`src/rtl/seq_det_pkg.sv`:
```
// rtl/seq_det_pkg.sv - shared types, defaults and helpers for the serial pattern detector
package seq_det_pkg;

   localparam int PAT_W_DEF = 4;
   localparam int CNT_W_DEF = 8;

   typedef enum logic {
      ST_FILL  = 1'b0,
      ST_ARMED = 1'b1
   } det_state_e;

   // Width needed to hold a fill count of 0..pat_w inclusive.
   function automatic int fill_w(input int pat_w);
      return $clog2(pat_w + 1);
   endfunction

endpackage

```
`src/rtl/sat_counter.sv`:
```
// rtl/sat_counter.sv - saturating event counter with sticky overflow flag and synchronous clear
module sat_counter #(
   parameter int W = 8
) (
   input  logic         clk,
   input  logic         rst_n,
   input  logic         clr,
   input  logic         inc,
   output logic [W-1:0] cnt,
   output logic         sat
);

   localparam logic [W-1:0] CNT_MAX = {W{1'b1}};

   // Clear has priority over a simultaneous increment.
   always_ff @(posedge clk or negedge rst_n) begin
      if (!rst_n) begin
         cnt <= '0;
         sat <= 1'b0;
      end else if (clr) begin
         cnt <= '0;
         sat <= 1'b0;
      end else if (inc) begin
         if (cnt != CNT_MAX) begin
            cnt <= cnt + W'(1);
         end else begin
            sat <= 1'b1;
         end
      end
   end

endmodule

```
`src/rtl/seq_detect_param.sv`:
```
// rtl/seq_detect_param.sv - loadable serial bit-pattern detector with match pulse and saturating count
module seq_detect_param
   import seq_det_pkg::*;
#(
   parameter int PAT_W = PAT_W_DEF,
   parameter int CNT_W = CNT_W_DEF
) (
   input  logic             clk,
   input  logic             rst_n,
   input  logic             in,
   input  logic             en,
   input  logic             load,
   input  logic [PAT_W-1:0] pattern,
   input  logic             overlap,
   input  logic             clr,
   output logic             out,
   output logic [CNT_W-1:0] match_cnt,
   output logic             sat
);

   localparam int            FW   = fill_w(PAT_W);
   localparam logic [FW-1:0] FULL = FW'(PAT_W);

   logic [PAT_W-1:0] pat_q, pat_n;
   logic [PAT_W-1:0] hist, hist_n;
   logic [PAT_W-1:0] shifted;
   logic [FW-1:0]    fill, fill_n;
   det_state_e       state, state_n;
   logic             hit;

   assign shifted = {hist[PAT_W-2:0], in};

   always_ff @(posedge clk or negedge rst_n) begin
      if (!rst_n) begin
         pat_q <= '0;
         hist  <= '0;
         fill  <= '0;
         state <= ST_FILL;
         out   <= 1'b0;
      end else begin
         pat_q <= pat_n;
         hist  <= hist_n;
         fill  <= fill_n;
         state <= state_n;
         out   <= hit;
      end
   end

   always_comb begin
      pat_n   = pat_q;
      hist_n  = hist;
      fill_n  = fill;
      state_n = state;
      hit     = 1'b0;
      if (load) begin
         // The bit presented alongside load is dropped; detection restarts from empty.
         pat_n   = pattern;
         fill_n  = '0;
         state_n = ST_FILL;
      end else if (en) begin
         hist_n = shifted;
         hit    = ((state == ST_ARMED) || (fill == FULL - FW'(1))) && (shifted == pat_q);
         if (hit && !overlap) begin
            fill_n = '0;
         end else if (state == ST_ARMED) begin
            fill_n = FULL;
         end else begin
            fill_n = fill + FW'(1);
         end
         state_n = (fill_n == FULL) ? ST_ARMED : ST_FILL;
      end
   end

   sat_counter #(
      .W(CNT_W)
   ) u_cnt (
      .clk  (clk),
      .rst_n(rst_n),
      .clr  (clr),
      .inc  (hit),
      .cnt  (match_cnt),
      .sat  (sat)
   );

endmodule

```
`config.mk`:
```
export PLATFORM = sky130hd
export DESIGN_NAME = seq_detect_param
export DESIGN_NICKNAME = d
export VERILOG_FILES = /design/src/rtl/seq_det_pkg.sv /design/src/rtl/sat_counter.sv /design/src/rtl/seq_detect_param.sv
export SDC_FILE = /design/constraint.sdc
export NUM_CORES = 1
export LEC_CHECK = 0
export BUFFER_PORTS_ARGS = -buffer_cell sky130_fd_sc_hd__buf_4
export CAP_MARGIN = 20
export CORE_MARGIN = 2
export CORE_UTILIZATION = 48
export CTS_CLUSTER_DIAMETER = 150
export DETAILED_ROUTE_END_ITERATION = 8
export MAX_ROUTING_LAYER = met4
export PLACE_DENSITY = 0.81
export SLEW_MARGIN = 10
export SYNTH_ARGS = -nofsm -noshare
export SYNTH_HDL_FRONTEND = slang
export SYNTH_SLANG_ARGS = --single-unit
```
`constraint.sdc`:
```
create_clock -name clk -period 2.1 [get_ports clk]
set_input_delay 0.315 -clock clk [delete_from_list [all_inputs] [get_ports clk]]
set_output_delay 0.315 -clock clk [all_outputs]
set_load 0.03 [all_outputs]
```
==> metrics.txt <==
Multi-input gate area=499.2 um^2; unrepaired setup endpoints after global routing=no; syn_nets=113; initial antenna violation count=0; ys flop type=dfrtp_1; Cell variety after synth=32; critical-path cell list=ha_1 -> and4b_1 -> a211o_4 -> or4_1 -> a21oi_1; status=finished, final reports clean; Fillers=195; Post-synth EDFFs=0; IO Port Bufs=20; chip width=51.38 um; clk slew on worst S/H paths=0.12 ns; Reg area=528.0 um^2; setup total negative slack=0 ns; CP Class=reg2reg; Max Cap Violations=0; Row Count=17; asr flop ratio synth=100.0%; Die Area=2639 um^2; I/O Pins=21; CP delay by family, top=simple AND/OR/NAND/NOR gates; largest net degree at the start of global routing=22; Mapped Area=1077 um^2; setup bufs post-CTS=0; Num CTS Buffers=3; Longest Clk Path Bufs=2; Slew @ Worst Pin=0.4376 ns; Cells after Synth=99; FMAX=0.4995 GHz; Detail Placement HPWL=1467 um; r2r worst-path depth=5; maximum vdd drop=0.4463 mV; WP buf/inv=0; Crit Path Max Fanout=15; RR Endpoint=u_cnt.cnt[4]; initial DRC count=18; Critical Path Start Type=register; drt drc=0; Starting Density=49.65%; FF-to-FF setup slack=0.1 ns; H-tree depth=1; Pins Over Slew Limit=0; number of synthesized register bits=21; Sink Count=21; Hold WS=0.2347 ns; register area share after synthesis=48.78%; nets@finish=137; DR pass1 iterations=4; Req. time, crit path=2.34 ns; commonest non-fill, non-tap cells in the layout=23 x buf_4, 19 x dfrtp_1, 8 x mux2_2; layout cells sized above 1=32.79%; PwrDens=583.6 nW/um^2; Mapped Avg Cell Area=10.88 um^2; Slew headroom=70.60%; gr ovfl total=0; Hold Path Stages=2; Setup crit end kind=register; Worst R2R Start=u_cnt.cnt[0]; post-DR wirelength/cell=13.97 um; worst clock skew=0.001641 ns; Slowest-stage cell, CP=or4_1; vias in the first global route=800; DR vias=876; Leak=0.5553 nW; CTS tree=yes; first-pass GRT wire length=3463 um; die height=51.38 um; final hold viol count=0; period utilization=95.33%; leading cell type in the layout, fill and taps excluded=buf_4; CTS root buf=clkbuf_4; fin crit period=2.002 ns; final setup vio count=0; GRT Util Overall=17.75%; Yosys warnings=0; post-route ant nets=0; Worst Path Arrival=2.24 ns; via/cell ratio=5.840; Hold Crit Endpoint=pat_q[3]; Max stage delay on crit path=0.48 ns; Synth-to-Final Area Change=20.56%; ANT cells=0; GPL Wtd Cong=0.8280; type of the most critical hold path=in2reg; detailed-route wire length=2095 um; Core Area=2170 um^2; worst hold start=pattern[3]; clk_lat worst skew=0.30 ns
-- final cells by class --
| class | instances | share of cell area (%) |
|---|---|---|
| clock inverter | 1 | 0.3854 |
| sequential | 21 | 40.65 |
| clock buffer | 3 | 1.734 |
| multi-input combinational | 66 | 38.44 |
| inverter | 7 | 2.023 |
| tap | 28 | 2.697 |
| timing repair buffer | 24 | 14.07 |
-- cell usage after synthesis (3+ instances only) --
master / number / area share, %
inv_1: 7 / 2.4
mux2_2: 8 / 8.4
ha_1: 3 / 3.5
or4_1: 5 / 3.5
dfrtp_1: 21 / 49
xnor2_1: 3 / 2.4
o31ai_1: 5 / 3.5
a21oi_1: 7 / 3.3
nand3_1: 3 / 1.4
nand4_1: 3 / 1.7
nor2_1: 5 / 1.7
o32ai_1: 3 / 2.4
-- power by group --
| part | switching, mW | leakage, nW | internal, mW |
|---|---|---|---|
| registers | 0.0188 | 0.273 | 0.430 |
| clock network | 0.128 | 0.0177 | 0.0709 |
| logic | 0.0548 | 0.265 | 0.0559 |
| total | 0.202 | 0.555 | 0.556 |
-- worst max-delay path by stage --
stage	from	end	slack, ns	cells past startpoint
2_1_floorplan	u_cnt.cnt[0]	u_cnt.cnt[7]	0.04	6
3_3_place_gp	u_cnt.cnt[0]	u_cnt.cnt[5]	0.13	5
3_5_place_dp	u_cnt.cnt[0]	u_cnt.cnt[5]	0.07	5
4_1_cts	u_cnt.cnt[0]	u_cnt.cnt[4]	0.05	5
5_1_grt	u_cnt.cnt[0]	u_cnt.cnt[4]	0.006	5
6_report	u_cnt.cnt[0]	u_cnt.cnt[4]	0.1	5
-- state kept, by name, summed over array words and instances (netlist names) --
signal / count
fill: 3
hist: 3
u_cnt.sat: 1
state: 1
u_cnt.cnt: 8
pat_q: 4
out: 1
-- cells by family after synthesis --
logic type               Yosys count  share of synthesized area [%]
flip-flops                        21                          48.78
buffers and inverters             12                          5.691
multiplexers                       8                          8.363
adder cells (fa/ha/maj)            3                          3.485
AO/OA/AOI/OAI                     23                          14.52
XOR/XNOR                           4                          3.253
AND/OR/NAND/NOR                   28                          15.91
-- through the flow --
stage | worst slack [ns] | util [%] | power (mW) | cells | cell area [um^2]
finish | 0.09811 | 59.86 | 0.7580 | 150 | 1299
global route | 0.006485 | 59.86 | 0.7931 | 150 | 1299
CTS | 0.05318 | 59.46 | 0.7612 | 150 | 1290
detailed placement | 0.07108 | 57.73 | 0.5630 | 145 | 1252
global placement | 0.1314 | 57.73 | 0.5558 | 145 | 1252
floorplan | 0.03557 | - | 0.5258 | 99 | 1080
-- timing repair --
| item | in CTS | in global routing |
|---|---|---|
| hold buffers | 1 | 0 |
| endpoints found under the hold margin | 21 | 0 |
| resized for setup | 0 | 2 |
| endpoints found under the setup margin | 0 | 6 |
-- routing by layer --
metal  up-vias  global-route usage [%]  wire, um
met5         -                       -         0
met4         0                   7.456        17
met3         2                   2.924        71
met2        19                   26.71      1064
met1       436                   23.90       940
li1        419                       -         -
(Power assumes the default switching activity.)
